### src/rtl/button_pkg.sv
// Shared definitions for the push-button event classifier.
// State encodings are plain 3-bit constants; the tick defaults assume a 50 MHz clock.
package button_pkg;

  localparam logic [2:0] ST_IDLE     = 3'd0;
  localparam logic [2:0] ST_PRESSED  = 3'd1;
  localparam logic [2:0] ST_LONG     = 3'd2;
  localparam logic [2:0] ST_WAIT2    = 3'd3;
  localparam logic [2:0] ST_PRESSED2 = 3'd4;

  localparam int DEF_NBITS        = 26;
  localparam int DEF_LONG_TICKS   = 50_000_000;  // 1 s
  localparam int DEF_DCLICK_TICKS = 15_000_000;  // 300 ms
  localparam int DEF_REPEAT_TICKS = 10_000_000;  // 200 ms

endpackage

### src/rtl/event_timer.sv
// Saturating NBITS cycle timer with synchronous clear and a terminal-count flag.
// o_tc is high while the count equals i_limit-1, so an event scheduled for
// "limit cycles after clear" takes effect on the edge that sees o_tc.
module event_timer #(
  parameter int NBITS = 26
) (
  input  logic             clk,
  input  logic             reset_n,
  input  logic             i_clear,
  input  logic             i_en,
  input  logic [NBITS-1:0] i_limit,
  output logic             o_tc
);

  localparam logic [NBITS-1:0] ONE     = NBITS'(1);
  localparam logic [NBITS-1:0] CNT_MAX = '1;

  logic [NBITS-1:0] r_count;

  // Count up while enabled, stick at all-ones, restart from zero on clear.
  always_ff @(posedge clk or negedge reset_n) begin
    if (!reset_n) begin
      r_count <= '0;
    end else if (i_clear) begin
      r_count <= '0;
    end else if (i_en && (r_count != CNT_MAX)) begin
      r_count <= r_count + ONE;
    end
  end

  assign o_tc = (r_count == (i_limit - ONE));

endmodule

### src/rtl/button_event.sv
// Push-button event classifier: press/release edges, short click, double click
// and long press, all as registered one-cycle pulses, plus a held level.
// Optional build macro BUTTON_REPEAT_EN: long_press auto-repeats every
// REPEAT_TICKS cycles while the button stays held after a long press.
// The port "release" collides with a SystemVerilog keyword and is o_release.
module button_event
  import button_pkg::*;
#(
  parameter bit ACTIVE_LOW   = 1'b1,
  parameter int NBITS        = DEF_NBITS,
  parameter int LONG_TICKS   = DEF_LONG_TICKS,
  parameter int DCLICK_TICKS = DEF_DCLICK_TICKS,
  parameter int REPEAT_TICKS = DEF_REPEAT_TICKS
) (
  input  logic clk,
  input  logic reset_n,
  input  logic btn_in,
  output logic press,
  output logic o_release,
  output logic short_click,
  output logic double_click,
  output logic long_press,
  output logic held
);

  localparam logic [NBITS-1:0] LONG_LIM   = NBITS'(LONG_TICKS);
  localparam logic [NBITS-1:0] DCLICK_LIM = NBITS'(DCLICK_TICKS);
  localparam logic [NBITS-1:0] REPEAT_LIM = NBITS'(REPEAT_TICKS);

  logic             r_btn_q;
  logic [2:0]       r_state;
  logic             r_press, r_release, r_short, r_double, r_long;

  logic             w_p, w_rise, w_fall, w_tc;
  logic [2:0]       w_state_next;
  logic             w_clear, w_short, w_double, w_long;
  logic [NBITS-1:0] w_limit;

  assign w_p    = btn_in ^ ACTIVE_LOW;
  assign w_rise = w_p & ~r_btn_q;
  assign w_fall = ~w_p & r_btn_q;

  // Pick the timeout that matters in the current state. In LONG the compare
  // result is only consumed by the auto-repeat build.
  always_comb begin
    w_limit = LONG_LIM;
    case (r_state)
      ST_WAIT2: w_limit = DCLICK_LIM;
      ST_LONG:  w_limit = REPEAT_LIM;
      default:  w_limit = LONG_LIM;
    endcase
  end

  event_timer #(.NBITS(NBITS)) u_timer (
    .clk     (clk),
    .reset_n (reset_n),
    .i_clear (w_clear),
    .i_en    (1'b1),
    .i_limit (w_limit),
    .o_tc    (w_tc)
  );

  // Next-state logic: edges are tested before timeouts so an edge coinciding
  // with a timeout wins and the timeout pulse is dropped.
  always_comb begin
    w_state_next = r_state;
    w_clear      = 1'b0;
    w_short      = 1'b0;
    w_double     = 1'b0;
    w_long       = 1'b0;
    case (r_state)
      ST_IDLE: begin
        if (w_rise) begin
          w_state_next = ST_PRESSED;
          w_clear      = 1'b1;
        end
      end
      ST_PRESSED: begin
        if (w_fall) begin
          w_state_next = ST_WAIT2;
          w_clear      = 1'b1;
        end else if (w_tc) begin
          w_state_next = ST_LONG;
          w_clear      = 1'b1;
          w_long       = 1'b1;
        end
      end
      ST_LONG: begin
        if (w_fall) begin
          w_state_next = ST_IDLE;
          w_clear      = 1'b1;
        end
`ifdef BUTTON_REPEAT_EN
        else if (w_tc) begin
          w_clear = 1'b1;
          w_long  = 1'b1;
        end
`endif
      end
      ST_WAIT2: begin
        if (w_rise) begin
          w_state_next = ST_PRESSED2;
          w_clear      = 1'b1;
        end else if (w_tc) begin
          w_state_next = ST_IDLE;
          w_clear      = 1'b1;
          w_short      = 1'b1;
        end
      end
      ST_PRESSED2: begin
        if (w_fall) begin
          w_state_next = ST_IDLE;
          w_clear      = 1'b1;
          w_double     = 1'b1;
        end else if (w_tc) begin
          w_state_next = ST_LONG;
          w_clear      = 1'b1;
          w_long       = 1'b1;
        end
      end
      default: begin
        w_state_next = ST_IDLE;
        w_clear      = 1'b1;
      end
    endcase
  end

  // Button sampler and edge pulses.
  always_ff @(posedge clk or negedge reset_n) begin
    if (!reset_n) begin
      r_btn_q   <= 1'b0;
      r_press   <= 1'b0;
      r_release <= 1'b0;
    end else begin
      r_btn_q   <= w_p;
      r_press   <= w_rise;
      r_release <= w_fall;
    end
  end

  // State register and classification pulses.
  always_ff @(posedge clk or negedge reset_n) begin
    if (!reset_n) begin
      r_state  <= ST_IDLE;
      r_short  <= 1'b0;
      r_double <= 1'b0;
      r_long   <= 1'b0;
    end else begin
      r_state  <= w_state_next;
      r_short  <= w_short;
      r_double <= w_double;
      r_long   <= w_long;
    end
  end

  assign press        = r_press;
  assign o_release    = r_release;
  assign short_click  = r_short;
  assign double_click = r_double;
  assign long_press   = r_long;
  assign held         = r_btn_q;

endmodule

### config.mk
export PLATFORM = sky130hd
export DESIGN_NAME = button_event
export DESIGN_NICKNAME = d
export VERILOG_FILES = /design/src/rtl/button_pkg.sv /design/src/rtl/event_timer.sv /design/src/rtl/button_event.sv
export SDC_FILE = /design/constraint.sdc
export NUM_CORES = 1
export LEC_CHECK = 0
export BUFFER_PORTS_ARGS = -buffer_cell sky130_fd_sc_hd__buf_2
export CORE_ASPECT_RATIO = 1.5
export CORE_UTILIZATION = 35
export CTS_CLUSTER_DIAMETER = 200
export CTS_CLUSTER_SIZE = 16
export DETAILED_ROUTE_END_ITERATION = 10
export GPL_ROUTABILITY_DRIVEN = 0
export HOLD_SLACK_MARGIN = 0.06
export PLACE_DENSITY = 0.49
export SLEW_MARGIN = 20
export SYNTH_ARGS = -nofsm -noshare
export SYNTH_HDL_FRONTEND = slang
export SYNTH_HIERARCHICAL = 1
export SYNTH_SLANG_ARGS = --single-unit
### constraint.sdc
create_clock -name clk -period 5.45 [get_ports clk]
set_input_delay 0.545 -clock clk [delete_from_list [all_inputs] [get_ports clk]]
set_output_delay 0.545 -clock clk [all_outputs]
set_load 0.05 [all_outputs]
==> results.md, run 1 <==
- Status: completed
- Vias in the first global route: approximately 2400
- CP max FO: 26
- Unrepaired setup endpoints after global routing: false
- DRC errors left: 0
- Final worst-path cycle share: between 70% and 80%
- Antenna Cells: 0
- Die W: approximately 75 um
- Delay of the slowest cell on the worst path: around 0.60 ns
- DR vias: ~2400
- PostCTS Resize Cnt: 0
- Detail Placement HPWL: around 5500 um
- R2r endpoint: u_timer/r_count[18]$_DFFE_PN0P_
- Drt via density: ~5.0
- Post-Syn Area per Cell: roughly 8.3 sq um
- Max frequency: 0.2322 GHz
- Max Slew Vio Count: 0
- WP buf/inv: 2
- Die height: roughly 110 um
- Boundary Pins: 9
- Filler cells: 812
- Hold crit path type: input port to async pin
- Cells after Synth: approximately 340
- Core area: around 7700 sq um
- Slew HR: about 45%
- Final hold vios: 0
- Final #Nets: roughly 400
- Clock sinks: 35
- Yosys warns: 6
- CTS tree: yes
- Synthesized area: 2791 sq um
- Detailed-routing iteration count for the pre-antenna-repair pass: 4
- Root Driver: clkbuf_16
- Critical path's top delay family: simple AND/OR/NAND/NOR gates
- Post-Route Setup TNS: 0 ns
- Worst path cell trace: nor2b_1 -> nand2_1 -> inv_1 -> xnor2_1 -> nor3_1 -> o21ai_0 -> a221o_1 -> or4_1 -> nor4_2 -> buf_4 -> o21a_1 -> a21oi_1 -> o2111ai_4 -> nor2_1
- # Post-CTS Setup Buffers: 0
- Reg2reg setup slack: 1.14 ns
- Crit path required time: ~5.6 ns
- DR iter-0 viols: between 100 and 150
- Synth Register Bits: 35
- CTS H-Tree Depth: 2
- Power Density: between 300 and 400 nW/um^2
- Global-route wire length before repair: ~12000 um
- Lkg Pwr: 1.318 nW
- Worst R2R Start: r_state[1]$_DFFE_PN0P_
- Tightest Pin Transition: 0.8266 ns
- Routed WL: 7203 um
- Antenna-violating nets left: 0
- Asr flop ratio synth: 100.0%
- Netlist cell types: a little under 60
- Initial antenna violation count: 0
- Max VDD drop: between 200 and 250 uV
- Pin count of the biggest net entering global routing: 36
- Slowest cell on the critical path: dfrtp_1
- WL/cell: roughly 15 um
- Layout cell share with drive strength beyond 1: 9.231%
- Most common flop cell mapped by yosys: dfrtp_1
- Reg clk slew, reported paths: ~0.06 ns
- Total CTS buffers: 5
- Buffer depth of the longest clock path: 2
- R2R depth: 14
- Crit path kind: flop to flop
- Setup Skew: 0.003293 ns
- Max Cap Viol: 0
- Row Count: 39
- Crit path capture type: flop
- Total grt overflow: 0
- IO Port Bufs: 8
- Total GRT Usage: approximately a fifth
- Post-synthesis sequential area ratio: between 30% and 40%
- Final Setup Violations: 0
- Hold Slack: around 0.36 ns
- Starting Density: a little over a third
- Number of synthesized flops with an enable pin: 0
- Area delta synth->final: 17.79%
- Final Critical Period: about 4.3 ns
- Arrival time worst endpoint: roughly 4.4 ns
- Clk_lat worst skew: roughly 0.28 ns
- # hold bufs at CTS: 0
- CP Launch Type: flop
- Die footprint: 8344 sq um
==> stage by stage <==
step | util, % | area [sq um] | instances | setup slack [ns] | power, mW
after global placement | 40.55 | 3107 | 485 | 1.137 | 0.6607
after global routing | 42.92 | 3288 | 492 | 0.7339 | 1.057
final | 42.92 | 3288 | 492 | 1.143 | 0.9886
after floorplan | - | 2979 | 388 | 1.249 | 0.5903
after CTS | 42.82 | 3281 | 492 | 1.117 | 0.9959
after detailed placement | 40.70 | 3118 | 485 | 1.157 | 0.6690
==> worst max-delay path by stage <==
stage	end	slack (ns)	depth (start not counted)	startpoint
final	u_timer/r_count[18]$_DFFE_PN0P_	1.14	14	r_state[1]$_DFFE_PN0P_
after global routing	u_timer/r_count[1]$_DFFE_PN0P_	0.73	14	r_state[1]$_DFFE_PN0P_
after CTS	u_timer/r_count[18]$_DFFE_PN0P_	1.12	14	r_state[1]$_DFFE_PN0P_
after detailed placement	u_timer/r_count[1]$_DFFE_PN0P_	1.16	14	r_state[1]$_DFFE_PN0P_
after global placement	u_timer/r_count[19]$_DFFE_PN0P_	1.14	14	r_state[1]$_DFFE_PN0P_
after floorplan	u_timer/r_count[0]$_DFFE_PN0P_	1.25	16	r_state[0]$_DFFE_PN0P_
==> logic make-up (layout without fill, tap and decap cells) <==
kind of cell             Yosys count  after routing  synth area share [%]
other                              2             52                0.2690
flip-flops                        35             35                 31.38
AND/OR/NAND/NOR                  159            159                 31.65
buffers and inverters             30             32                 4.482
adder cells (fa/ha/maj)            2              2                0.8963
XOR/XNOR                          54             54                 16.94
AO/OA/AOI/OAI                     55             55                 14.03
multiplexers                       1              1                0.3586
==> final cells by class <==
type / count / area, sq um / share of cell area [%]
Clock inverter: 2 / 37.54 / 1.142
Inverter: 13 / 48.80 / 1.484
Tap cell: 102 / 127.6 / 3.881
Multi-Input combinational cell: 323 / 2003 / 60.92
Clock buffer: 5 / 125.1 / 3.805
Sequential cell: 35 / 875.8 / 26.64
Timing Repair Buffer: 12 / 70.07 / 2.131
==> flip-flops by register name, indices dropped and copies added, names as in the netlist <==
signal	count
double_click	1
r_state	3
u_timer/r_count	26
short_click	1
press	1
held	1
long_press	1
o_release	1
==> metal layers <==
layer | vias up | share of wire (%) | wire length (um) | global-route usage, %
met5 | - | 0 | 0 | 0
met4 | 0 | 2.0 | 144 | 6.415
met3 | 8 | 1.5 | 105 | 3.529
met2 | 20 | 55 | 3942 | 35.08
met1 | 1147 | 42 | 3011 | 22.68
li1 | 1268 | - | - | -
==> power by group <==
group / total, mW / switching, mW / leakage (nW) / internal [mW]
logic: 0.339 / 0.210 / 0.766 / 0.129
clock network: 0.323 / 0.110 / 0.0759 / 0.213
registers: 0.327 / 0.0490 / 0.477 / 0.278
total: 0.989 / 0.368 / 1.32 / 0.620
==> cell usage after synthesis, types with 9 or more instances <==
cell       n  area [sq um]
a21oi_1   13         65.06
nor2_1    39         146.4
dfrtp_1   35         875.8
nor4_1    18         112.6
xnor2_1   43         376.6
clkbuf_1  11         41.29
nor3_1    11         55.05
o21ai_0   11         55.05
nand3_1   12         60.06
nand2_1   22         82.58
inv_1     10         37.54
xor2_1    11         96.34
or3_1      9         56.30
==> layout by cell type (no fill, tap or decap), types with 5 or more instances in the layout <==
cell / instances
a21oi_1: 13
nand3_1: 12
nor4_1: 18
xor2_1: 11
conb_1: 52
dfrtp_1: 35
nand4_1: 5
nand2_1: 22
xnor2_1: 43
buf_2: 8
or3_1: 9
nor2_1: 39
inv_1: 10
or2_2: 5
o21ai_0: 11
or4_1: 5
and3_1: 6
nor3_1: 11
clkbuf_16: 5
(Power assumes the default switching activity.)
==> run 2, diff against run 1 <==
--- a/config.mk
+++ b/config.mk
@@ -13,7 +13,7 @@
 export DETAILED_ROUTE_END_ITERATION = 10
 export GPL_ROUTABILITY_DRIVEN = 0
 export HOLD_SLACK_MARGIN = 0.06
-export PLACE_DENSITY = 0.49
+export PLACE_DENSITY = 0.51
 export SLEW_MARGIN = 20
 export SYNTH_ARGS = -nofsm -noshare
 export SYNTH_HDL_FRONTEND = slang
==> constraint.sdc (replaced) <==
create_clock -name clk -period 3.7 [get_ports clk]
set_input_delay 0.37 -clock clk [delete_from_list [all_inputs] [get_ports clk]]
set_output_delay 0.37 -clock clk [all_outputs]
set_load 0.05 [all_outputs]
==> run 2 against run 1 <==
Compared with the run above:
- final area up 2.4%
- sequential share of layout area down 0.62 points
- count of clock-buffer cells in the layout unchanged
- largest power group unchanged
- flip-flop and latch count unchanged
- first-iteration DRC count unchanged
- largest cell class unchanged
- power up 55%
- utilization up 1.0 points
- global-route usage down 0.68 points
- die area unchanged
==> results.md, run 2 (synthesized netlist as in run 1, its figures left out) <==
- Layout cell share with drive strength beyond 1: 12.22% (was 9.231%)
- Final hold vios: 0 (unchanged)
- Post-Route Setup TNS: 0 ns (unchanged)
- Seq pwr share: 28.9% (was 33.1%)
- Flip-flop and latch area: 875.8 sq um (unchanged)
- Die W: 74.92 um (unchanged)
- Detailed-routing iteration count for the pre-antenna-repair pass: 4 (unchanged)
- Row Count: 39 (unchanged)
- Final #Nets: 405 (was 395)
- Crit path required time: 3.86 ns (was 5.58 ns)
- WP depth: 13 (was 14)
- Starting Density: 36.44% (unchanged)
- Global-route wire length before repair: 11660 um (was 12160 um)
- Post-route cell area: 3367 sq um (was 3288 sq um)
- CP max FO: 26 (unchanged)
- CP Launch Type: flop (unchanged)
- Most frequent cells in the layout: 52 x conb_1, 43 x xnor2_1, 39 x nor2_1, 35 x dfrtp_1, 21 x nand2_1 (was 52 x conb_1, 43 x xnor2_1, 39 x nor2_1, 35 x dfrtp_1, 22 x nand2_1)
- Reg with most FFs: u_timer/r_count (unchanged)
- Pin count of the biggest net entering global routing: 36 (unchanged)
- Tightest Pin Transition: 0.8199 ns (was 0.8266 ns)
- Tot Pwr: 1.533 mW (was 0.9886 mW)
- Delay of the slowest cell on the worst path: 0.55 ns (was 0.60 ns)
- Core area: 7661 sq um (unchanged)
- WL/cell: 14.21 um (was 14.64 um)
- Antenna-violating nets left: 0 (unchanged)
- Hold crit path type: input port to async pin (unchanged)
- Die footprint: 8344 sq um (unchanged)
- Initial antenna violation count: 0 (unchanged)
- WP buf/inv: 3 (was 2)
- Routed WL: 7148 um (was 7203 um)
- Clk_lat worst skew: 0.28 ns (about the same)
- Pre-CTS setup slack: 0.2517 ns (was 1.157 ns)
- CTS H-Tree Depth: 2 (unchanged)
- Final worst slack: 0.2670 ns (was 1.143 ns)
- Drt via density: 5.012 (was 4.965)
- Clock sinks: 35 (unchanged)
- R2R depth: 13 (was 14)
- Buffer depth of the longest clock path: 2 (unchanged)
- Max frequency: 0.2913 GHz (was 0.2322 GHz)
- Status: completed (unchanged)
- CTS tree: yes (unchanged)
- Commonest non-fill, non-tap cell in the layout: conb_1 (unchanged)
- Final worst-path cycle share: 92.78% (was 79.03%)
- Reg clk slew, reported paths: 0.06 ns (about the same)
- Multi-input logic area: 1997 sq um (was 2003 sq um)
- Crit path capture type: flop (unchanged)
- Switching Share: 36.99% (was 37.26%)
- Slowest cell on the critical path: or4_1 (was dfrtp_1)
- Max VDD drop: 423.5 uV (was 240.0 uV)
- Clock power share: 32.0% (was 32.6%)
- Setup Skew: 0.004044 ns (was 0.003293 ns)
- Core Util, Final: 43.95% (was 42.92%)
- Total grt overflow: 0 (unchanged)
- Max Cap Viol: 0 (unchanged)
- Placement Cell Area: 3194 sq um (was 3118 sq um)
- Sw Pwr: 0.5672 mW (was 0.3684 mW)
- Internal power: 0.9663 mW (was 0.6203 mW)
- Vias in the first global route: 2331 (was 2380)
- Filler cells: 772 (was 812)
- Total GRT Usage: 18.90% (was 19.58%)
- Final Critical Period: 3.433 ns (was 4.307 ns)
- DR iter-0 viols: 101 (unchanged)
- Final Setup Violations: 0 (unchanged)
- DR vias: 2521 (was 2443)
- IO Port Bufs: 8 (unchanged)
- Root Driver: clkbuf_16 (unchanged)
- Lkg Pwr: 1.381 nW (was 1.318 nW)
- # hold bufs at CTS: 0 (unchanged)
- Power Density: 455.4 nW/um^2 (was 300.7 nW/um^2)
- Boundary Pins: 9 (unchanged)
- Crit path kind: flop to flop (unchanged)
- Worst path cell trace: nor2b_2 -> nand2b_4 -> inv_2 -> or4_1 -> a211oi_1 -> nand4_1 -> or4_1 -> nor4_2 -> buf_4 -> a21oi_1 -> o2111ai_2 -> buf_4 -> nor2_1 (was nor2b_1 -> nand2_1 -> inv_1 -> xnor2_1 -> nor3_1 -> o21ai_0 -> a221o_1 -> or4_1 -> nor4_2 -> buf_4 -> o21a_1 -> a21oi_1 -> o2111ai_4 -> nor2_1)
- Total CTS buffers: 5 (unchanged)
- Antenna Cells: 0 (unchanged)
- Max Slew Vio Count: 0 (unchanged)
- Die height: 111.4 um (unchanged)
- Critical path's top delay family: simple AND/OR/NAND/NOR gates (unchanged)
- Part of the power in combinational logic: 39.2% (was 34.2%)
- Area delta synth->final: 20.62% (was 17.79%)
- Slew HR: 44.84% (was 44.90%)
- DRC errors left: 0 (unchanged)
- Arrival time worst endpoint: 3.59 ns (was 4.44 ns)
- Largest regs: u_timer/r_count: 26 flops, r_state: 3 flops (unchanged)
- Unrepaired setup endpoints after global routing: false (unchanged)
- Max reg flops: 26 (unchanged)
- # Post-CTS Setup Buffers: 0 (unchanged)
- Detail Placement HPWL: 5637 um (was 5469 um)
- PostCTS Resize Cnt: 0 (unchanged)
[run 2: changes by cell type in the layout (fill, tap and decap cells not counted), sizes merged]
| cell | change |
|---|---|
| buf | +10 |
| clkinvlp | -1 |
| clkinv | +1 |
| inv | +1 |
[run 2: final cells by class]
type                    count  share of cell area (%)
clock buffers               5                   3.716
well taps                 102                   3.790
clock inverters             3                   1.412
flip-flops and latches     35                   26.01
inverters                  13                   1.449
repair buffers             22                   4.311
multi-input cells         323                   59.31
[run 2: metrics by stage]
| step | hold WS (ns) | instances |
|---|---|---|
| 2_1_floorplan | 0.07441 | 388 |
| 3_3_place_gp | 0.4991 | 495 |
| 3_5_place_dp | 0.4980 | 495 |
| 4_1_cts | 0.1976 | 503 |
| 5_1_grt | 0.2378 | 503 |
| 6_report | 0.1676 | 503 |
[run 2: power by group through the flow]
stage / combinational [mW] / clock [mW] / sequential (mW)
after floorplan: 0.442 / 0 / 0.446
after global placement: 0.595 / 0 / 0.450
after detailed placement: 0.596 / 0 / 0.450
after CTS: 0.599 / 0.500 / 0.443
after global routing: 0.670 / 0.522 / 0.447
final: 0.601 / 0.490 / 0.443
[run 2: final timing paths]
kind                                           startpoint                         endpoint  slack [ns]
max                                r_state[1]$_DFFE_PN0P_  u_timer/r_count[11]$_DFFE_PN0P_        0.27
min                                               reset_n                  press$_DFF_PN0_        0.17
max in group asynchronous                         reset_n  u_timer/r_count[10]$_DFFE_PN0P_        3.03
max reg2reg                        r_state[1]$_DFFE_PN0P_  u_timer/r_count[11]$_DFFE_PN0P_        0.27
min in group clk                                   btn_in                   held$_DFF_PN0_        0.29
min reg2reg                u_timer/r_count[9]$_DFFE_PN0P_   u_timer/r_count[9]$_DFFE_PN0P_        0.60
[run 2: per-layer routing]
layer	track usage, %	wire, um
met5	0	0
met4	7.925	199
met3	2.896	141
met2	33.15	3898
met1	22.09	2909
==> run 3, diff against run 2 <==
--- a/config.mk
+++ b/config.mk
@@ -5,8 +5,9 @@
 export SDC_FILE = /design/constraint.sdc
 export NUM_CORES = 1
 export LEC_CHECK = 0
+export ABC_AREA = 1
 export BUFFER_PORTS_ARGS = -buffer_cell sky130_fd_sc_hd__buf_2
-export CORE_ASPECT_RATIO = 1.5
+export CORE_ASPECT_RATIO = 1.2
 export CORE_UTILIZATION = 35
 export CTS_CLUSTER_DIAMETER = 200
 export CTS_CLUSTER_SIZE = 16
==> run 3 against run 2 <==
Compared with the run above:
- count of clock-buffer cells in the layout is 1 higher
- critical path depth up 10
- sequential share of layout area down 2.7 points
- worst setup slack better by 0.20 ns
- hold slack better by 0.0014 ns
- non-clock buffer count shrank 10
- clock power shrank 14%
- wire length grew 32%
- utilization decreased by 2.8 points
- sequential power about the same
- combinational power down 8.2%
- largest power group unchanged
- global-route usage grew 1.8 points
==> results.md, run 3 <==
- Max Cap Viol: 0 (unchanged)
- CP Launch Type: flop (unchanged)
- Metal3 WL: 286 um (was 141 um)
- Boundary Pins: 9 (unchanged)
- Yosys top cell by area: dfrtp_1 (unchanged)
- Largest regs: u_timer/r_count: 26 flops, r_state: 3 flops (unchanged)
- Max frequency: 0.3092 GHz (was 0.2913 GHz)
- Row Count: 38 (was 39)
- Synthesized area: 3313 sq um (was 2791 sq um)
- R2R depth: 23 (was 13)
- Hold crit path type: input port to async pin (unchanged)
- Top cell type's share of synthesized area: 26.44% (was 31.38%)
- CTS H-Tree Depth: 2 (unchanged)
- Status: completed (unchanged)
- Die W: 90.82 um (was 74.92 um)
- Inst Count DP: 720 (was 495)
- M1 WL: 4355 um (was 2909 um)
- Total CTS buffers: 5 (unchanged)
- Total GRT Usage: 20.66% (was 18.90%)
- Seq pwr share: 31.4% (was 28.9%)
- R2r endpoint: u_timer/r_count[14]$_DFFE_PN0P_ (was u_timer/r_count[11]$_DFFE_PN0P_)
- Synth Register Bits: 35 (unchanged)
- Final #Nets: 612 (was 405)
- Antenna Cells: 0 (unchanged)
- Switching Share: 40.40% (was 36.99%)
- Reg2reg setup slack: 0.47 ns (was 0.27 ns)
- Max VDD drop: 305.6 uV (was 423.5 uV)
- Final Setup Violations: 0 (unchanged)
- Drt via density: 4.769 (was 5.012)
- Clock sinks: 35 (unchanged)
- Final Critical Period: 3.234 ns (was 3.433 ns)
- CP max FO: 13 (was 26)
- Post-synthesis sequential area ratio: 26.44% (was 31.38%)
- Die height: 108.6 um (was 111.4 um)
- Most used cell, CP: nand2_1
- Detail Placement HPWL: 7553 um (was 5637 um)
- Top-count cell post-synth: nand2_1 (was xnor2_1)
- Worst path cell trace: inv_1 -> nor2_1 -> nand2_1 -> inv_1 -> xor2_1 -> inv_1 -> o21ai_0 -> nand2_1 -> nand2_1 -> nor2_1 -> nand2_1 -> nor2_1 -> nand2_1 -> nor2_1 -> inv_1 -> nand2_1 -> nand2_1 -> nand4_1 -> clkinv_1 -> nand2_4 -> clkinv_2 -> nand2_1 -> o31ai_1 (was nor2b_2 -> nand2b_4 -> inv_2 -> or4_1 -> a211oi_1 -> nand4_1 -> or4_1 -> nor4_2 -> buf_4 -> a21oi_1 -> o2111ai_2 -> buf_4 -> nor2_1)
- Cells after Synth: 556 (was 338)
- Most frequent cells after synthesis: 175 x nand2_1, 91 x nor2_1, 70 x inv_1 (was 43 x xnor2_1, 39 x nor2_1, 35 x dfrtp_1)
- Critical path's top delay family: simple AND/OR/NAND/NOR gates (unchanged)
- Hold Slack: 0.1690 ns (was 0.1676 ns)
- Slew HR: 44.78% (was 44.84%)
- Lkg Pwr: 1.865 nW (was 1.381 nW)
- Most frequent cells in the layout: 175 x nand2_1, 91 x nor2_1, 70 x inv_1, 47 x nand3_1, 40 x conb_1 (was 52 x conb_1, 43 x xnor2_1, 39 x nor2_1, 35 x dfrtp_1, 21 x nand2_1)
- Tightest Pin Transition: 0.8283 ns (was 0.8199 ns)
- Antenna-violating nets left: 0 (unchanged)
- Detailed-routing iteration count for the pre-antenna-repair pass: 4 (unchanged)
- Pin count of the biggest net entering global routing: 36 (unchanged)
- Crit path capture type: flop (unchanged)
- Area delta synth->final: 13.48% (was 20.62%)
- Final hold vios: 0 (unchanged)
- CTS tree: yes (unchanged)
- Synth top area cells: dfrtp_1 26%, nand2_1 20%, nor2_1 10%, inv_1 7.9%, nand3_1 7.1% (was dfrtp_1 31%, xnor2_1 13%, nor2_1 5.2%, nor4_1 4.0%, xor2_1 3.5%)
- Initial antenna violation count: 0 (unchanged)
- Commonest non-fill, non-tap cell in the layout: nand2_1 (was conb_1)
- Layout Cells excl Fill: 728 (was 503)
- Root Driver: clkbuf_8 (was clkbuf_16)
- Internal power: 0.8462 mW (was 0.9663 mW)
- Delay of the slowest cell on the worst path: 0.45 ns (was 0.55 ns)
- Crit path kind: flop to flop (unchanged)
- Global-route wire length before repair: 15950 um (was 11660 um)
- WL met2: 4656 um (was 3898 um)
- Power Density: 377.6 nW/um^2 (was 455.4 nW/um^2)
- Core Util, Final: 41.19% (was 43.95%)
- Core area: 9129 sq um (was 7661 sq um)
- Total grt overflow: 0 (unchanged)
- DR iter-0 viols: 152 (was 101)
- Worst R2R Start: r_state[1]$_DFFE_PN0P_ (unchanged)
- Clock power share: 29.7% (was 32.0%)
- Unrepaired setup endpoints after global routing: false (unchanged)
- Buffer depth of the longest clock path: 2 (unchanged)
- Post-Route Setup TNS: 0 ns (unchanged)
- Setup Skew: 0.01308 ns (was 0.004044 ns)
- Sw Pwr: 0.5735 mW (was 0.5672 mW)
- Layout cell share with drive strength beyond 1: 7.072% (was 12.22%)
- # Post-CTS Setup Buffers: 0 (unchanged)
- # hold bufs at CTS: 0 (unchanged)
- Post-Syn Area per Cell: 5.959 sq um (was 8.259 sq um)
- Part of the power in combinational logic: 38.9% (was 39.2%)
- Filler cells: 1005 (was 772)
- Asr flop ratio synth: 100.0% (unchanged)
- Reg with most FFs: u_timer/r_count (unchanged)
- Multi-input logic area: 2252 sq um (was 1997 sq um)
- Reg clk slew, reported paths: 0.08 ns (was 0.06 ns)
- Highest routed metal layer: met4 (unchanged)
- Die footprint: 9861 sq um (was 8344 sq um)
- Vias in the first global route: 3284 (was 2331)
- Arrival time worst endpoint: 3.40 ns (was 3.59 ns)
- Max Slew Vio Count: 0 (unchanged)
- Yosys warns: 6 (unchanged)
- Crit path required time: 3.87 ns (was 3.86 ns)
- DR vias: 3472 (was 2521)
- WL/cell: 12.99 um (was 14.21 um)
- Clk_lat worst skew: 0.29 ns (was 0.28 ns)
- Worst setup path start: r_state[1]$_DFFE_PN0P_ (unchanged)
- PostCTS Resize Cnt: 0 (unchanged)
- Flip-flop and latch area: 875.8 sq um (unchanged)
- Slowest cell on the critical path: dfrtp_1 (was or4_1)
- Most common flop cell mapped by yosys: dfrtp_1 (unchanged)
- Number of synthesized flops with an enable pin: 0 (unchanged)
- Netlist cell types: 35 (was 59)
- Max reg flops: 26 (unchanged)
- DRC errors left: 0 (unchanged)
- WP buf/inv: 6 (was 3)
- IO Port Bufs: 8 (unchanged)
- Starting Density: 36.29% (was 36.44%)
- Final worst-path cycle share: 87.40% (was 92.78%)
- Routed WL: 9457 um (was 7148 um)
run 3: cell type report:
class                           instances  area share, %
Tap cell                              120          3.993
Multi-Input combinational cell        479          59.90
Clock inverter                          2          1.597
Sequential cell                        35          23.29
Inverter                               74          7.421
Timing Repair Buffer                   12          1.864
Clock buffer                            6          1.930
run 3: power groups by stage:
stage               Combinational [mW]  Clock (mW)  Sequential, mW
floorplan                        0.411           0           0.451
global placement                 0.542           0           0.453
detailed placement               0.545           0           0.453
CTS                              0.547       0.430           0.446
global route                     0.630       0.445           0.451
finish                           0.552       0.422           0.446
run 3: through the flow:
stage / setup WS [ns] / instance area (sq um) / power [mW]
2_1_floorplan: 0.6673 / 3456 / 0.8621
4_1_cts: 0.4708 / 3760 / 1.423
5_1_grt: 0.0002647 / 3760 / 1.526
6_report: 0.4663 / 3760 / 1.420
3_3_place_gp: 0.5735 / 3627 / 0.9955
3_5_place_dp: 0.5166 / 3627 / 0.9981
run 3: per-layer routing:
layer  vias to the layer above  GRT usage [%]
met5                         -              0
met4                         0          6.009
met3                        11          2.602
met2                        63          37.12
met1                      1586          25.92
li1                       1812              -
run 3: kinds of logic (layout without fill, tap and decap cells):
group                    Yosys count  in the layout  synth area share [%]
flip-flops                        35             35                 26.44
adder cells (fa/ha/maj)            2              2                0.7552
other                              2             40                0.2267
AO/OA/AOI/OAI                     44             44                 7.628
XOR/XNOR                          28             28                 7.402
buffers and inverters             80             94                 9.894
AND/OR/NAND/NOR                  365            365                 47.66
run 3: worst max-delay path by stage:
stage                                      endpoint  cells past startpoint
floorplan           u_timer/r_count[11]$_DFFE_PN0P_                     22
global placement    u_timer/r_count[14]$_DFFE_PN0P_                     22
detailed placement  u_timer/r_count[25]$_DFFE_PN0P_                     22
CTS                 u_timer/r_count[14]$_DFFE_PN0P_                     22
global route        u_timer/r_count[14]$_DFFE_PN0P_                     23
finish              u_timer/r_count[14]$_DFFE_PN0P_                     23
